## config.mk

```make
export PLATFORM = sky130hd
export DESIGN_NAME = four_bit_serial_subtractor
export DESIGN_NICKNAME = d
export VERILOG_FILES = /design/src/rtl/four_bit_serial_subtractor.sv
export SDC_FILE = /design/constraint.sdc
export NUM_CORES = 1
export LEC_CHECK = 0
export ABC_AREA = 1
export CORE_MARGIN = 2
export CORE_UTILIZATION = 40
export DETAILED_ROUTE_END_ITERATION = 7
export GPL_ROUTABILITY_DRIVEN = 0
export PLACE_DENSITY = 0.61
export SLEW_MARGIN = 20
export SYNTH_ARGS = -nofsm -noshare
export SYNTH_HDL_FRONTEND = slang
export SYNTH_SLANG_ARGS = --single-unit
```

## constraint.sdc

```tcl
create_clock -name Clk -period 1.26 [get_ports Clk]
set_input_delay 0.126 -clock Clk [delete_from_list [all_inputs] [get_ports Clk]]
set_output_delay 0.126 -clock Clk [all_outputs]
set_load 0.01 [all_outputs]
```

## src/rtl/four_bit_serial_subtractor.sv

```systemverilog
// Bit-serial 4-bit subtractor (Diff = A - B - Bin), LSB first, with Start/Busy/Done handshake.
// Optional Zero/Ovf status outputs are enabled by defining SUBTRACTOR_FLAGS_EN.
module four_bit_serial_subtractor (
  input  logic Clk,
  input  logic Rst,
  input  logic Start,
  input  logic A3,
  input  logic A2,
  input  logic A1,
  input  logic A0,
  input  logic B3,
  input  logic B2,
  input  logic B1,
  input  logic B0,
  input  logic Bin,
  output logic Busy,
  output logic Done,
  output logic Diff3,
  output logic Diff2,
  output logic Diff1,
  output logic Diff0,
  output logic Bout
`ifdef SUBTRACTOR_FLAGS_EN
  ,
  output logic Zero,
  output logic Ovf
`endif
);

  localparam int unsigned W  = 4;
  localparam int unsigned CW = 2;
  localparam logic [CW-1:0] LAST = CW'(W - 1);

  typedef enum logic [1:0] {IDLE, SHIFT, DONE} state_t;

  state_t          state_q, state_d;
  logic [CW-1:0]   cnt_q, cnt_d;
  logic [W-1:0]    a_q, a_d, b_q, b_d, d_q, d_d;
  logic            br_q, br_d;
  logic            busy_q, busy_d, done_q, done_d;
  logic [W-1:0]    diff_q, diff_d;
  logic            bout_q, bout_d;

  // Single full-subtractor cell on the current LSBs
  logic            a_i, b_i, d_bit, br_nxt;
  logic [W-1:0]    d_shift;

  assign a_i     = a_q[0];
  assign b_i     = b_q[0];
  assign d_bit   = a_i ^ b_i ^ br_q;
  assign br_nxt  = (~a_i & b_i) | (~(a_i ^ b_i) & br_q);
  assign d_shift = {d_bit, d_q[W-1:1]};

`ifdef SUBTRACTOR_FLAGS_EN
  logic zero_q, zero_d, ovf_q, ovf_d;
`endif

  always_comb begin
    state_d = state_q;
    cnt_d   = cnt_q;
    a_d     = a_q;
    b_d     = b_q;
    d_d     = d_q;
    br_d    = br_q;
    busy_d  = 1'b0;
    done_d  = 1'b0;
    diff_d  = diff_q;
    bout_d  = bout_q;
`ifdef SUBTRACTOR_FLAGS_EN
    zero_d  = zero_q;
    ovf_d   = ovf_q;
`endif
    case (state_q)
      IDLE, DONE: begin
        if (Start) begin
          a_d     = {A3, A2, A1, A0};
          b_d     = {B3, B2, B1, B0};
          d_d     = '0;
          br_d    = Bin;
          cnt_d   = '0;
          busy_d  = 1'b1;
          state_d = SHIFT;
        end else begin
          state_d = IDLE;
        end
      end
      SHIFT: begin
        busy_d = 1'b1;
        a_d    = {1'b0, a_q[W-1:1]};
        b_d    = {1'b0, b_q[W-1:1]};
        d_d    = d_shift;
        br_d   = br_nxt;
        cnt_d  = CW'(cnt_q + 1'b1);
        // Last bit: a_i/b_i are the original MSBs, so overflow comes straight from them
        if (cnt_q == LAST) begin
          diff_d  = d_shift;
          bout_d  = br_nxt;
`ifdef SUBTRACTOR_FLAGS_EN
          zero_d  = (d_shift == '0);
          ovf_d   = (a_i ^ b_i) & (d_bit ^ a_i);
`endif
          busy_d  = 1'b0;
          done_d  = 1'b1;
          state_d = DONE;
        end
      end
      default: state_d = IDLE;
    endcase
  end

  always_ff @(posedge Clk) begin
    if (Rst) begin
      state_q <= IDLE;
      cnt_q   <= '0;
      a_q     <= '0;
      b_q     <= '0;
      d_q     <= '0;
      br_q    <= 1'b0;
      busy_q  <= 1'b0;
      done_q  <= 1'b0;
      diff_q  <= '0;
      bout_q  <= 1'b0;
`ifdef SUBTRACTOR_FLAGS_EN
      zero_q  <= 1'b0;
      ovf_q   <= 1'b0;
`endif
    end else begin
      state_q <= state_d;
      cnt_q   <= cnt_d;
      a_q     <= a_d;
      b_q     <= b_d;
      d_q     <= d_d;
      br_q    <= br_d;
      busy_q  <= busy_d;
      done_q  <= done_d;
      diff_q  <= diff_d;
      bout_q  <= bout_d;
`ifdef SUBTRACTOR_FLAGS_EN
      zero_q  <= zero_d;
      ovf_q   <= ovf_d;
`endif
    end
  end

  assign Busy  = busy_q;
  assign Done  = done_q;
  assign Diff3 = diff_q[3];
  assign Diff2 = diff_q[2];
  assign Diff1 = diff_q[1];
  assign Diff0 = diff_q[0];
  assign Bout  = bout_q;
`ifdef SUBTRACTOR_FLAGS_EN
  assign Zero  = zero_q;
  assign Ovf   = ovf_q;
`endif

endmodule
```

# ---- After elaboration in Yosys (flattened, before gate mapping)
# Index checks and enable logic that the tools add are counted.
dict set report totals {
  regBits 24
  out_inout_bits 7
}
dict set report classes {
  addsub 1
  n_eq_ne 5
  n_mux 17
  n_bitwise 8
  reduce_logical 6
}
# operator n
set ops {}
lappend ops {{4-bit one-hot mux with 2 select lines} 3}
lappend ops {{4-bit 2-to-1 mux} 3}
lappend ops {{2-bit one-hot mux with 2 select lines} 2}
lappend ops {{1-bit 2-to-1 mux} 5}
lappend ops {{2-bit == test (second input constant)} 2}
lappend ops {{2-bit 2-to-1 mux} 2}
lappend ops {{2-bit != test (second input constant)} 2}
lappend ops {{1-bit one-hot mux with 2 select lines} 2}
lappend ops {{2-bit AND reduction} 2}
lappend ops {{2-bit OR reduction} 2}
lappend ops {{1-bit inverter} 3}
lappend ops {{2-bit by 1-bit adder with 2-bit output (second input constant)} 1}
lappend ops {{1-bit AND} 2}
lappend ops {{2-bit by 1-bit == test with 1-bit output (second input constant)} 1}
lappend ops {{2-bit zero test} 1}
lappend ops {{2-bit nonzero test} 1}
lappend ops {{1-bit XOR} 2}
lappend ops {{1-bit OR} 1}

# ---- Longest topological paths before layout
dict set report logic_depth {
  ltp_word 5
  mapped_depth 7
  ltp_nobuf 6
}

# ---- Least setup slack after synthesis
# Ideal clock, no wire load.
dict set report synth_timing {
  path_kind {flip-flop to flip-flop}
  startpoint {register b_q[0]}
  endpoint {register br_q}
  setup_ns 0.064
  arrival_time_ns 1.027
  required_time_ns 1.196
  path_slack_ns 0.169
  path_stages_with_launch 7
  cell_sequence {dfxtp_1 inv_1 fa_1 nand3b_1 nand2_1 nor2_1 nor2_1}
}
dict set report synth_via {
  elab_chain_cells 5
}
# item line_no
set synth_rtl {}
lappend synth_rtl {{from (decl)} 38} ;# logic [W-1:0] a_q, a_d, b_q, b_d, d_q, d_d;
lappend synth_rtl {{from (signal assigned)} 116} ;# b_q <= '0;
lappend synth_rtl {{from (signal assigned)} 131} ;# b_q <= b_d;
lappend synth_rtl {{1-bit XOR} 51} ;# assign br_nxt = (~a_i & b_i) | (~(a_i ^ b_i) & br_q);
lappend synth_rtl {{1-bit inverter} 51}
lappend synth_rtl {{1-bit AND} 51}
lappend synth_rtl {{1-bit OR (*)} 51}
lappend synth_rtl {{1-bit one-hot mux with 2 select lines (*)} 73} ;# case (state_q)
lappend synth_rtl {{to (signal assigned)} 133} ;# br_q <= br_d;
lappend synth_rtl {{to (decl)} 39} ;# logic br_q, br_d;
# Mark *: on every way between the ends. The rest lies on a longest branch, timed or not.
# A chain may end at the register's enable or synchronous reset.

# ---- Worst setup path in the final report
dict set report layout_timing {
  startpoint {register br_q}
  endpoint {register d_q[3]}
}
dict set report layout_via {
  elab_chain_cells 2
}
# item line_no
set layout_rtl {}
lappend layout_rtl {{1-bit XOR} 50} ;# assign d_bit = a_i ^ b_i ^ br_q;
lappend layout_rtl {{net d_bit} 45} ;# logic a_i, b_i, d_bit, br_nxt;
lappend layout_rtl {{4-bit one-hot mux with 2 select lines} 73}
lappend layout_rtl {{to (signal assigned)} 117} ;# d_q <= '0;
lappend layout_rtl {{to (signal assigned)} 132} ;# d_q <= d_d;
lappend layout_rtl {{to (decl)} 38}
# The timed path passes the listed nets, and every way through them passes these cells.

==> results.json <==
{
  "outcome": "completed",
  "postRouteAntennaNets": 0,
  "finalSetupViolations": 0,
  "maxCapViolCount": 0,
  "period_share_pct": 94.1,
  "drt_iter0_drc": 10,
  "place_inst": 172,
  "antenna_found_initial": 0,
  "peakVddDrop_v": 0.000601,
  "p_per_area_mw_per_mm2": 1110,
  "die-area_sq_mm": 0.00286,
  "die_y_um": 53.5,
  "ys_seq_elements": 23,
  "max_freq_mhz": 843,
  "nets": 164,
  "fin_tns_setup_ps": 0,
  "placed_area_sq_mm": 0.00122,
  "syn-num-nets": 140,
  "drive_gt1_share_pct": 14.8,
  "fill_cells": 232,
  "coreArea_sq_mm": 0.00225,
  "cts_root_buffer": "clkbuf_4",
  "r2r_start": "br_q",
  "tritoncts": "built",
  "insertedDiodeCount": 0,
  "syn_inst": 126,
  "avgRoutedWirePerCell_um": 10.5,
  "seq_area_sq_um": 462,
  "min_path_type": "in -> reg",
  "overflow": 0,
  "ios": 19,
  "critical_path_required_ps": 1510,
  "final_cells": 177,
  "final_cell_mix": "nand3_1 (24), dfxtp_1 (22), nand2_1 (22), inv_1 (13), clkdlybuf4s50_1 (11)",
  "clockBufferDepth": 2,
  "cp.arrival_ps": 1440,
  "cts_made_buffers": 3,
  "clock-sinks": 23,
  "multiInputGateArea_sq_um": 420,
  "endpoint_kind": "register",
  "io_buffers": 18,
  "worstMarginPinSlew_ps": 244,
  "report.final.slew_viol_count": 0,
  "cts_hold_buf": 0,
  "rr_worst_depth": 4,
  "vias": 854,
  "final_common_cell": "nand3_1",
  "layout_min_cycle_time_ps": 1190,
  "cp_slowest_cell": "fa_2",
  "rsz0062_at_grt": "no",
  "worst-path-max-fanout": 2,
  "cp-start-kind": "register",
  "std_cell_rows": 17,
  "slowest_delay_ps": 560,
  "critPathKind": "reg -> reg",
  "yosysWarnings": 0,
  "insertion_delay_ps": 300,
  "ys_types": 19,
  "grtUsageTotal_pct": 15.5,
  "path_cells": "inv_1, fa_2, nand2_2, a21oi_2",
  "min_to": "a_q[3]",
  "htreeDepth": 1,
  "area_delta_synth_final_pct": 28.5,
  "r2r_end": "d_q[3]",
  "maxSlewHeadroom_pct": 83.7,
  "die_w_um": 53.5,
  "initial_core_util_pct": 43.4,
  "firstDrtPassIters": 4,
  "vias_per_cell": 4.82,
  "grt_pass1_wl_um": 3170,
  "ys_seq_area_share_pct": 47.1,
  "hold_viol": 0,
  "syn_avg_cell_area_sq_um": 7.77,
  "power_leakage_uw": 0.000565,
  "dpl.hpwl_um": 1390,
  "drc": 0,
  "reg2reg_slack_ps": 70,
  "grt_pass1_vias": 735,
  "min_path_cells": 3,
  "stdcell_area_sq_mm": 0.00126,
  "netlist_area_sq_um": 978,
  "clkTransAtPathRegs_ps": 120,
  "drt-total-wl_um": 1870,
  "finClkSkew_ps": 1.95,
  "grt_max_degree": 16,
  "min_from": "A3"
}
==> worst max-delay path, delay by kind of cell, from the launching register on <==
family	cells	cell delay, ps
fa+ha+maj	1	560
compound gates	1	120
simple gates	1	60
buf+inv	1	60
flops	1	330
==> worst max path at each step <==
stage,startpoint,to,slack [ps]
after CTS,b_q[0],br_q,60
after global routing,br_q,d_q[3],20
after global placement,Start,a_q[1],50
after floorplan,b_q[0],br_q,170
after detailed placement,Start,a_q[1],6
final,br_q,d_q[3],70
==> flip-flops by register name (all words and copies together), names as in the netlist <==
signal,cells
a_q,4
b_q,4
diff_q,4
d_q,3
cnt_q,2
state_q,2
Bout,1
Busy,1
Done,1
br_q,1
==> where the power goes <==
part | switching [uW] | total, uW | internal, uW
logic | 143 | 278 | 134
clock network | 211 | 329 | 118
registers | 18.1 | 788 | 770
total | 372 | 1390 | 1020
==> logic make-up (layout without fill, tap and decap cells) <==
kind of cell               count (synthesis)  after routing  share of synthesized area [%]
AOI/OAI and AO/OA                         12             12                           6.14
adders and majority gates                  2              2                           3.32
buffers and inverters                     22             45                           10.9
DFF                                       23             23                           47.1
and+or+nand+nor                           67             67                           32.6
==> Yosys cell counts, drive strengths merged <==
| cell | number | area share, % |
|---|---|---|
| nand2 | 25 | 10 |
| nand3 | 25 | 14 |
| dfxtp | 23 | 47 |
| inv | 15 | 5.8 |
| a21oi | 10 | 5.1 |
| nor2 | 10 | 4.6 |
| buf | 7 | 5.1 |
| nor3 | 6 | 3.1 |
| o21ai | 2 | 1.0 |
| fa | 1 | 2.0 |
| ha | 1 | 1.3 |
| nand3b | 1 | 0.77 |
==> per-stage QoR <==
| step | utilization (%) | hold slack, ps | setup slack, ps | total power [uW] |
|---|---|---|---|---|
| 2_1_floorplan | - | 268 | 169 | 970 |
| 3_3_place_gp | 54.2 | 442 | 48.3 | 1070 |
| 3_5_place_dp | 54.2 | 449 | 5.63 | 1070 |
| 4_1_cts | 55.0 | 348 | 55.7 | 1410 |
| 5_1_grt | 55.8 | 371 | 17.1 | 1470 |
| 6_report | 55.8 | 366 | 74.2 | 1390 |
==> cell type report <==
type	instances	share of cell area [%]
clock buffers	3	1.79
well taps	28	2.79
flip-flops and latches	23	36.7
inverters	15	4.48
repair buffers	26	20.4
multi-input cells	81	33.4
clock inverters	1	0.398
==> timing repair <==
action                                  CTS  global route
pin swaps                                 0             2
resized for setup                         7             4
buffers inserted                          0             1
endpoints found under the setup margin    7             4
==> layer usage <==
metal	wire length, um	global-route usage (%)	vias up	share of wire (%)
met1	955	21.7	377	51
met2	805	22.8	24	43
met5	0	0	-	0
li1	-	-	451	-
met3	86	2.54	2	4.6
met4	17	7.69	0	0.91
No activity file was read; power rests on OpenSTA's default activity.
